`config.mk`:
```
export PLATFORM = sky130hd
export DESIGN_NAME = la_capture_fsm
export DESIGN_NICKNAME = d
export VERILOG_FILES = /design/src/rtl/la_pkg.sv /design/src/rtl/la_capture_fsm.sv
export SDC_FILE = /design/constraint.sdc
export NUM_CORES = 1
export LEC_CHECK = 0
export CORE_MARGIN = 2
export CORE_UTILIZATION = 50
export DETAILED_ROUTE_END_ITERATION = 7
export GPL_ROUTABILITY_DRIVEN = 0
export PLACE_DENSITY_LB_ADDON = 0.2
export SKIP_LAST_GASP = 1
export SYNTH_ARGS = -nofsm -noshare
export SYNTH_HDL_FRONTEND = slang
export SYNTH_SLANG_ARGS = --single-unit
```
`constraint.sdc`:
```
create_clock -name clk -period 3.66 [get_ports clk]
set_input_delay 0.366 -clock clk [delete_from_list [all_inputs] [get_ports clk]]
set_output_delay 0.366 -clock clk [all_outputs]
set_load 0.1 [all_outputs]
```
`src/rtl/la_pkg.sv`:
```
// -----------------------------------------------------------------------------
// la_pkg
// Shared definitions for the logic-analyser capture block: the capture state
// encoding (also the value read back from the state register), the register
// offsets relative to the block's base address, and the trigger-location
// clamp helper.
// The "immediate" register offset exists only when LA_CAPTURE_IMMEDIATE_EN is
// defined.
// -----------------------------------------------------------------------------
package la_pkg;

    typedef enum logic [2:0] {
        ST_IDLE             = 3'd0,
        ST_MOVE_TO_POSITION = 3'd1,
        ST_IN_POSITION      = 3'd2,
        ST_CAPTURING        = 3'd3,
        ST_CAPTURED         = 3'd4
    } la_state_e;

    localparam logic [15:0] REG_STATE       = 16'd0;
    localparam logic [15:0] REG_TRIGGER_LOC = 16'd1;
    localparam logic [15:0] REG_START       = 16'd2;
    localparam logic [15:0] REG_STOP        = 16'd3;
    localparam logic [15:0] REG_WRITE_PTR   = 16'd4;
`ifdef LA_CAPTURE_IMMEDIATE_EN
    localparam logic [15:0] REG_IMMEDIATE   = 16'd5;
`endif

    // A trigger location past the end of the buffer is meaningless, so it is
    // saturated to the last buffer slot.
    function automatic logic [15:0] clamp_loc(input logic [15:0] value,
                                              input logic [15:0] max_loc);
        return (value > max_loc) ? max_loc : value;
    endfunction

endpackage

```
`src/rtl/la_capture_fsm.sv`:
```
// -----------------------------------------------------------------------------
// la_capture_fsm
// Capture controller for a logic analyser sample buffer. It sits on a daisy-
// chained 16-bit register bus: every bus signal is re-registered to the output
// with one cycle of latency, and reads that fall inside this block's register
// window have their read data replaced with the register value.
//
// Once started, the buffer is written every cycle at write_pointer. After
// trigger_loc pre-trigger samples the block waits for trig, then writes
// SAMPLE_DEPTH - trigger_loc post-trigger samples and parks in CAPTURED with
// write_pointer on the oldest sample until stop is written.
//
// Ports:
//   clk, rst              clock, asynchronous active-high reset
//   trig                  registered trigger from the trigger block
//   addr_i/wdata_i/rdata_i/rw_i/valid_i   register bus in (rw_i = 1 is write)
//   addr_o/wdata_o/rdata_o/rw_o/valid_o   register bus out, one cycle later
//   bram_addr, bram_we    sample buffer write port
//
// Build option: define LA_CAPTURE_IMMEDIATE_EN to add the "immediate" register
// at BASE+5; when set, the first IN_POSITION cycle acts as a trigger.
// -----------------------------------------------------------------------------
module la_capture_fsm
    import la_pkg::*;
#(
    parameter int BASE_ADDR    = 0,
    parameter int SAMPLE_DEPTH = 1024,
    parameter int ADDR_WIDTH   = $clog2(SAMPLE_DEPTH)
) (
    input  logic                  clk,
    input  logic                  rst,
    input  logic                  trig,
    input  logic [15:0]           addr_i,
    input  logic [15:0]           wdata_i,
    input  logic [15:0]           rdata_i,
    input  logic                  rw_i,
    input  logic                  valid_i,
    output logic [15:0]           addr_o,
    output logic [15:0]           wdata_o,
    output logic [15:0]           rdata_o,
    output logic                  rw_o,
    output logic                  valid_o,
    output logic [ADDR_WIDTH-1:0] bram_addr,
    output logic                  bram_we
);

    localparam logic [15:0]           BASE     = 16'(BASE_ADDR);
    localparam logic [15:0]           DEPTH    = 16'(SAMPLE_DEPTH);
    localparam logic [15:0]           LAST_LOC = 16'(SAMPLE_DEPTH - 1);
    localparam logic [ADDR_WIDTH-1:0] WP_LAST  = ADDR_WIDTH'(SAMPLE_DEPTH - 1);
`ifdef LA_CAPTURE_IMMEDIATE_EN
    localparam logic [15:0]           LAST_OFF = REG_IMMEDIATE;
`else
    localparam logic [15:0]           LAST_OFF = REG_WRITE_PTR;
`endif

    la_state_e             state_q, state_d;
    logic [15:0]           trigger_loc_q, trigger_loc_d;
    logic [ADDR_WIDTH-1:0] write_ptr_q, write_ptr_d;
    logic [15:0]           cnt_q, cnt_d;
    logic [15:0]           addr_q, addr_d;
    logic [15:0]           wdata_q, wdata_d;
    logic [15:0]           rdata_q, rdata_d;
    logic                  rw_q, rw_d;
    logic                  valid_q, valid_d;

    logic [15:0] offset;
    logic        in_window;
    logic        reg_wr;
    logic        reg_rd;
    logic        start_req;
    logic        stop_req;
    logic        sampling;
    logic        trig_eff;
    logic [15:0] post_total;
    logic [15:0] reg_rdata;

    // Offset arithmetic wraps in 16 bits, so one unsigned compare bounds the
    // window on both sides.
    assign offset     = addr_i - BASE;
    assign in_window  = valid_i && (offset <= LAST_OFF);
    assign reg_wr     = in_window && rw_i;
    assign reg_rd     = in_window && !rw_i;
    assign start_req  = reg_wr && (offset == REG_START);
    assign stop_req   = reg_wr && (offset == REG_STOP);
    assign sampling   = state_q inside {ST_MOVE_TO_POSITION, ST_IN_POSITION, ST_CAPTURING};
    assign post_total = DEPTH - trigger_loc_q;

`ifdef LA_CAPTURE_IMMEDIATE_EN
    logic immediate_q, immediate_d;
    logic in_pos_first_q, in_pos_first_d;

    // in_pos_first_q is only consulted in IN_POSITION, where it is true
    // exactly on the first cycle after arriving from another state.
    assign trig_eff = trig | (immediate_q & in_pos_first_q);

    always_comb begin
        immediate_d    = immediate_q;
        in_pos_first_d = (state_q != ST_IN_POSITION);
        if (reg_wr && (offset == REG_IMMEDIATE)) begin
            immediate_d = wdata_i[0];
        end
    end

    always_ff @(posedge clk or posedge rst) begin
        if (rst) begin
            immediate_q    <= 1'b0;
            in_pos_first_q <= 1'b0;
        end else begin
            immediate_q    <= immediate_d;
            in_pos_first_q <= in_pos_first_d;
        end
    end
`else
    assign trig_eff = trig;
`endif

    // Register read mux; write-only registers read as zero.
    always_comb begin
        reg_rdata = '0;
        case (offset)
            REG_STATE:       reg_rdata = 16'(state_q);
            REG_TRIGGER_LOC: reg_rdata = trigger_loc_q;
            REG_WRITE_PTR:   reg_rdata = 16'(write_ptr_q);
`ifdef LA_CAPTURE_IMMEDIATE_EN
            REG_IMMEDIATE:   reg_rdata = {15'd0, immediate_q};
`endif
            default:         reg_rdata = '0;
        endcase
    end

    // Bus pass-through with in-window read substitution.
    always_comb begin
        addr_d  = addr_i;
        wdata_d = wdata_i;
        rw_d    = rw_i;
        valid_d = valid_i;
        rdata_d = reg_rd ? reg_rdata : rdata_i;
    end

    // Capture FSM. cnt_q counts pre-trigger writes in MOVE_TO_POSITION and
    // completed post-trigger samples in CAPTURING.
    always_comb begin
        // NOTE: every output gets a default first so no path can infer a latch.
        state_d       = state_q;
        trigger_loc_d = trigger_loc_q;
        write_ptr_d   = write_ptr_q;
        cnt_d         = cnt_q;

        if (sampling) begin
            write_ptr_d = (write_ptr_q == WP_LAST) ? '0 : write_ptr_q + 1'b1;
        end

        case (state_q)
            ST_IDLE: begin
                if (start_req) begin
                    state_d = (trigger_loc_q == 16'd0) ? ST_IN_POSITION : ST_MOVE_TO_POSITION;
                    cnt_d   = '0;
                end
                if (reg_wr && (offset == REG_TRIGGER_LOC)) begin
                    trigger_loc_d = clamp_loc(wdata_i, LAST_LOC);
                end
            end
            ST_MOVE_TO_POSITION: begin
                if (cnt_q + 16'd1 == trigger_loc_q) begin
                    state_d = ST_IN_POSITION;
                    cnt_d   = '0;
                end else begin
                    cnt_d = cnt_q + 16'd1;
                end
            end
            ST_IN_POSITION: begin
                // The trigger-cycle sample is post-trigger sample 1.
                if (trig_eff) begin
                    if (post_total == 16'd1) begin
                        state_d = ST_CAPTURED;
                        cnt_d   = '0;
                    end else begin
                        state_d = ST_CAPTURING;
                        cnt_d   = 16'd1;
                    end
                end
            end
            ST_CAPTURING: begin
                if (cnt_q + 16'd1 == post_total) begin
                    state_d = ST_CAPTURED;
                    cnt_d   = '0;
                end else begin
                    cnt_d = cnt_q + 16'd1;
                end
            end
            ST_CAPTURED: begin
                // The last increment left write_ptr on the oldest sample.
            end
            default: begin
                state_d = ST_IDLE;
            end
        endcase

        if (stop_req) begin
            state_d     = ST_IDLE;
            write_ptr_d = '0;
            cnt_d       = '0;
        end
    end

    always_ff @(posedge clk or posedge rst) begin
        if (rst) begin
            state_q       <= ST_IDLE;
            trigger_loc_q <= '0;
            write_ptr_q   <= '0;
            cnt_q         <= '0;
            addr_q        <= '0;
            wdata_q       <= '0;
            rdata_q       <= '0;
            rw_q          <= 1'b0;
            valid_q       <= 1'b0;
        end else begin
            // NOTE: non-blocking assignments so every flop samples pre-edge values.
            state_q       <= state_d;
            trigger_loc_q <= trigger_loc_d;
            write_ptr_q   <= write_ptr_d;
            cnt_q         <= cnt_d;
            addr_q        <= addr_d;
            wdata_q       <= wdata_d;
            rdata_q       <= rdata_d;
            rw_q          <= rw_d;
            valid_q       <= valid_d;
        end
    end

    assign addr_o    = addr_q;
    assign wdata_o   = wdata_q;
    assign rdata_o   = rdata_q;
    assign rw_o      = rw_q;
    assign valid_o   = valid_q;
    assign bram_we   = sampling;
    assign bram_addr = write_ptr_q;

endmodule

```
==> results of run 1 <==
-- stage by stage --
step	area, µm²	hold slack (ps)	utilization	cells
2_1_floorplan	5090	397	-	540
3_3_place_gp	6370	537	0.649	767
3_5_place_dp	6370	558	0.649	767
4_1_cts	6560	435	0.668	783
5_1_grt	6560	440	0.668	783
6_report	6560	415	0.668	783
-- area by class of cell --
type	instances	area (µm²)	area share
multi-input cells	387	2480	0.378
flip-flops and latches	95	2380	0.362
repair buffers	132	1270	0.194
well taps	133	166	0.0254
clock buffers	11	141	0.0215
inverters	20	76.3	0.0116
clock inverters	5	50.0	0.00763
-- synthesized netlist by cell type (3+ instances only) --
cell | instances | area, µm²
nor3_1 | 15 | 75.1
nand4_1 | 10 | 62.6
xor2_1 | 12 | 105
dfrtp_1 | 95 | 2380
and2_1 | 5 | 31.3
and3_1 | 8 | 50.1
buf_1 | 3 | 11.3
a21oi_1 | 37 | 185
nor2_1 | 55 | 206
xnor2_1 | 33 | 289
or2_2 | 3 | 18.8
buf_2 | 9 | 45.0
inv_1 | 20 | 75.1
nor4_1 | 12 | 75.1
or4_1 | 3 | 22.5
nor4b_1 | 6 | 52.6
nor3b_1 | 3 | 22.5
nand2_1 | 32 | 120
ha_1 | 4 | 50.1
nand3_1 | 26 | 130
a222oi_1 | 3 | 30.0
clkbuf_1 | 22 | 82.6
o211ai_1 | 5 | 37.5
a21o_1 | 4 | 30.0
nor2b_1 | 8 | 50.1
buf_6 | 3 | 33.8
nand2b_1 | 5 | 31.3
o21ai_0 | 23 | 115
nand3b_1 | 3 | 22.5
a22oi_1 | 10 | 75.1
o21ai_1 | 5 | 25.0
a31oi_1 | 12 | 75.1
-- placed cells by master, fill, tap and decap left out, types with 3 or more instances in the layout --
cell,n
nor4b_1,5
and3_1,8
a21o_1,4
a31oi_1,12
inv_1,19
dfrtp_1,95
nand3b_1,3
nand2_1,32
nand4_1,10
or4_1,3
a21oi_1,37
nor3b_1,3
o21ai_0,23
xor2_1,12
o211ai_1,5
nor2b_1,8
nor4b_2,3
or2_2,3
ha_1,4
a222oi_1,3
buf_4,20
clkbuf_8,10
nor3_1,15
nand3_1,26
clkdlybuf4s50_1,112
inv_6,3
nor4_1,12
o21ai_1,5
and2_1,5
nor2_1,55
xnor2_1,33
a22oi_1,10
nand2b_1,5
-- worst reg2reg max path, cell delays in order, from the launching register on --
cell and delay (ps):
dfrtp_1 510, inv_1 130, ha_1 270, or3b_2 520
nor2_1 190, xnor3_1 280, a2111oi_0 450, nand4_1 270
o21bai_4 200, a21oi_4 190, a41oi_1 270, a31oi_1 60
-- state kept, by name, indices dropped and copies added, names as in the netlist --
name / flops
addr_o: 16
bram_addr: 10
cnt_q: 16
rdata_o: 16
rw_o: 1
state_q: 3
trigger_loc_q: 16
valid_o: 1
wdata_o: 16
-- where the power goes --
part           switching, mW  internal, mW
Sequential             0.208          1.18
Clock                  0.404         0.279
Combinational           1.21         0.543
-- logic make-up after synthesis --
kind of cell               count (synthesis)  share of synthesized area
AOI/OAI and AO/OA                        126                      0.165
adders and majority gates                  4                    0.00984
xor gates and xnor gates                  47                     0.0863
and+or+nand+nor                          208                      0.218
buffers and inverters                     58                     0.0497
muxes                                      2                    0.00394
DFF                                       95                      0.467
-- worst paths after layout --
| path | from | slack (ps) | end |
|---|---|---|---|
| min | rst | 410 | addr_o[3]$_DFF_PP0_ |
| max in group asynchronous | rst | 2410 | trigger_loc_q[4]$_DFFE_PP0P_ |
| min in group clk | wdata_i[13] | 450 | wdata_o[13]$_DFF_PP0_ |
| min reg2reg | cnt_q[12]$_DFFE_PP0P_ | 590 | cnt_q[12]$_DFFE_PP0P_ |
| max | trigger_loc_q[1]$_DFFE_PP0P_ | 180 | cnt_q[12]$_DFFE_PP0P_ |
| max reg2reg | trigger_loc_q[1]$_DFFE_PP0P_ | 180 | cnt_q[12]$_DFFE_PP0P_ |
-- routing by layer --
| metal | up-vias | GRT usage | share of wire |
|---|---|---|---|
| met5 | - | 0 | 0 |
| met1 | 2207 | 0.355 | 0.42 |
| met4 | 0 | 0.102 | 0.028 |
| met2 | 181 | 0.436 | 0.49 |
| li1 | 2133 | - | - |
| met3 | 36 | 0.0667 | 0.060 |
==> run summary, run 1 <==
Final max-slew violation count: 0
Endpoints failing setup: 0
Core area: 9820 µm²
Slew HR: 0.315
CP max stage delay: 520 ps
H-tree depth: 3
Main synth FF type: dfrtp_1
VDD IR max: 0.000841 V
Port Buf Inserts: 113
Syn Inst Count: 540
Dpl hpwl: 10700 µm
#FFs+latches synth: 95
Worst path depth: 11
GR Overflow Total: 0
Number of enable flip-flop cells after synthesis: 0
Final wirelength: 14300 µm
Starting DRT DRC Count: 368
Sink Count: 95
Arr. time, crit path: 3720 ps
Overall power: 3.83 mW
Critical-path top delay cell: or3b_2
Setup Buffers After CTS: 0
Pwr Density: 583 nW/µm²
Final Hold Fails: 0
Setup TNS: 0 ps
Worst setup margin: 185 ps
Synth cell types: 64
CTS Hold Bufs: 0
Via count: 4557
Yosys warnings: 0
Clk_lat worst skew: 380 ps
Layout net count: 702
Io pins: 114
Wirelength per Cell: 18.3 µm
Setup crit end kind: register
DRT Pass-1 Iters: 7
Worst Path Required: 3910 ps
Number of global-route vias before repair: 4594
Buffers and inverters on the worst path: 1
Slew of the pin with the lowest slew margin: 1020 ps
Die Ht: 105 µm
Worst path top cell family by delay: compound AO/OA/AOI/OAI gates
CTS tree: yes
CTS Buf Count: 9
Final Critical Period: 3480 ps
Sequential fraction of the synthesis area: 0.467
Clock tree buffer depth: 2
First-pass GRT wire length: 23600 µm
Worst setup path category: register to register
Fmax: 0.288 GHz
Initial antenna violation count: 0
P_leak: 2.67 nW
Syn Std Cell Area: 5090 µm²
DIE AREA: 11000 µm²
Filler cell count: 823
Total track usage: 0.271
Critical Path Source Type: register
Worst slack, placed: 310 ps
Largest net degree at the start of global routing: 45
Vias per std cell: 5.82
Syn-to-layout area delta: 29.0%
CTS clock-pin slew for the worst setup and hold paths: 100 ps
Die X: 105 µm
Post-Syn Nets: 597
Crit path cell chain: inv_1 > ha_1 > or3b_2 > nor2_1 > xnor3_1 > a2111oi_0 > nand4_1 > o21bai_4 > a21oi_4 > a41oi_1 > a31oi_1
Worst Hold Class: input port to async pin
Starting Density: 0.518
Share of flip-flops with an asynchronous set or reset: 1.00
Crit Path Max Fanout: 27
Root buffer cell: clkbuf_8
DRC errors left: 0
Mean Syn Cell Area: 9.42 µm²
Rows: 36
Period Utilization, post-route: 0.949
Reg2Reg Depth: 11
RSZ-0062 raised after global routing: no
Routed Antenna Nets: 0
Status: complete, no violations
Antenna diodes: 0
Clk_skew: 7.98 ps
Resized cells post-CTS: 0
Max-Cap Viols: 0
Share of cells above drive strength 1: 0.0846
Power figures use the tool's default switching activity.
==> run 2, diff against run 1 <==
--- a/config.mk
+++ b/config.mk
@@ -10,6 +10,7 @@
 export DETAILED_ROUTE_END_ITERATION = 7
 export GPL_ROUTABILITY_DRIVEN = 0
 export PLACE_DENSITY_LB_ADDON = 0.2
+export REMOVE_ABC_BUFFERS = 1
 export SKIP_LAST_GASP = 1
 export SYNTH_ARGS = -nofsm -noshare
 export SYNTH_HDL_FRONTEND = slang
==> run summary, run 2 (same netlist as run 1, synthesis figures left out) <==
Status: complete, no violations
Reg-to-Reg Start: trigger_loc_q[1]$_DFFE_PP0P_
P_leak: 2.69 nW
CP max stage delay: 520 ps
Setup crit end kind: register
Die Ht: 105 µm
Final max-slew violation count: 0
Crit path cell chain: inv_1 > ha_1 > or3b_2 > nor2_1 > xnor3_1 > a2111oi_0 > nand4_1 > o21bai_4 > a21oi_4 > a21boi_0 > a21o_1
Clk_skew: 16.3 ps
Initial antenna violation count: 0
Via count: 4499
CTS clock-pin slew for the worst setup and hold paths: 110 ps
Io pins: 114
DRT Pass-1 Iters: 5
Largest net degree at the start of global routing: 42
Port Buf Inserts: 113
Setup Buffers After CTS: 0
Sink Count: 95
Starting DRT DRC Count: 352
Resized cells post-CTS: 0
Die X: 105 µm
Leading cell type in the layout, fill and taps excluded: clkdlybuf4s50_1
Buffers and inverters on the worst path: 1
Final Hold Fails: 0
Worst reg2reg path endpoint: cnt_q[5]$_DFFE_PP0P_
Slew of the pin with the lowest slew margin: 1010 ps
Fmax: 0.290 GHz
Max-Cap Viols: 0
Critical-path top delay cell: dfrtp_1
Routed length on met3: 706 µm
Layout net count: 703
Slew HR: 0.324
Core area: 9820 µm²
Routed Antenna Nets: 0
Syn-to-layout area delta: 30.0%
Worst path top cell family by delay: compound AO/OA/AOI/OAI gates
Critical Path Source Type: register
Number of global-route vias before repair: 4395
Filler cell count: 804
Antenna diodes: 0
Root buffer cell: clkbuf_8
DIE AREA: 11000 µm²
Met2 wire len: 6730 µm
Endpoints failing setup: 0
RSZ-0062 raised after global routing: no
Post-DP Area: 6390 µm²
First-pass GRT wire length: 22600 µm
H-tree depth: 3
CTS Hold Bufs: 0
Metal-1 WL: 6010 µm
GR Overflow Total: 0
Pwr Density: 588 nW/µm²
Clock tree buffer depth: 2
Worst setup path category: register to register
CTS tree: yes
Total track usage: 0.256
VDD IR max: 0.000783 V
Internal reg-to-reg setup slack: 210 ps
Final Critical Period: 3450 ps
Starting Density: 0.518
Worst Path Required: 3920 ps
Period Utilization, post-route: 0.942
Wirelength per Cell: 17.4 µm
DRC errors left: 0
CTS Buf Count: 9
Share of cells above drive strength 1: 0.0876
Reg2Reg Depth: 11
Worst Hold Class: input port to async pin
Max layer used: met4
Setup TNS: 0 ps
Final wirelength: 13600 µm
Non-filler instance count after layout: 784
Clk_lat worst skew: 380 ps
Arr. time, crit path: 3710 ps
Leading cell types in the layout, fill and taps excluded: 112 x clkdlybuf4s50_1, 95 x dfrtp_1, 55 x nor2_1
Vias per std cell: 5.74
Placed cells: 768
Crit Path Max Fanout: 27
Post-route cell area: 6610 µm²
Rows: 36
Dpl hpwl: 10100 µm
run 2: worst max path at each step:
stage	to	depth (start not counted)	slack [ps]	startpoint
after floorplan	rdata_o[10]$_DFF_PP0_	4	140	addr_i[3]
after global placement	cnt_q[12]$_DFFE_PP0P_	11	350	trigger_loc_q[1]$_DFFE_PP0P_
after detailed placement	cnt_q[12]$_DFFE_PP0P_	11	290	trigger_loc_q[1]$_DFFE_PP0P_
after CTS	cnt_q[5]$_DFFE_PP0P_	11	250	trigger_loc_q[1]$_DFFE_PP0P_
after global routing	cnt_q[12]$_DFFE_PP0P_	11	20	trigger_loc_q[1]$_DFFE_PP0P_
final	cnt_q[5]$_DFFE_PP0P_	11	210	trigger_loc_q[1]$_DFFE_PP0P_
run 2: layout make-up:
class                      count  area (µm²)  share of cell area
multi-input combinational    387        2480               0.375
sequential                    95        2380               0.360
timing repair buffer         133        1290               0.195
tap                          133         166              0.0252
clock buffer                   9         124              0.0187
clock inverter                 7        98.8              0.0149
inverter                      20        76.3              0.0115
run 2: per-stage QoR:
step	setup WS [ps]	util	hold slack (ps)	power, mW
after floorplan	137	-	397	2.65
after global placement	351	0.651	528	3.10
after detailed placement	294	0.651	538	3.12
after CTS	252	0.673	433	3.89
after global routing	22.2	0.673	435	4.09
final	213	0.673	401	3.89
run 2: report_power, final:
part / switching [mW] / internal [mW]
clock: 0.436 / 0.337
sequential: 0.190 / 1.19
combinational: 1.19 / 0.550
run 2: per-layer routing:
layer	vias up	track usage
li1	2137	-
met1	2195	0.344
met5	-	0
met2	148	0.428
met3	19	0.0524
met4	0	0.0619
==> run 3, diff against run 2 <==
--- a/config.mk
+++ b/config.mk
@@ -7,10 +7,10 @@
 export LEC_CHECK = 0
 export CORE_MARGIN = 2
 export CORE_UTILIZATION = 50
+export CTS_CLUSTER_SIZE = 25
 export DETAILED_ROUTE_END_ITERATION = 7
 export GPL_ROUTABILITY_DRIVEN = 0
 export PLACE_DENSITY_LB_ADDON = 0.2
-export REMOVE_ABC_BUFFERS = 1
 export SKIP_LAST_GASP = 1
 export SYNTH_ARGS = -nofsm -noshare
 export SYNTH_HDL_FRONTEND = slang
==> results of run 3 <==
No change in the layout: final DEF, timing and power equal those of run 1.
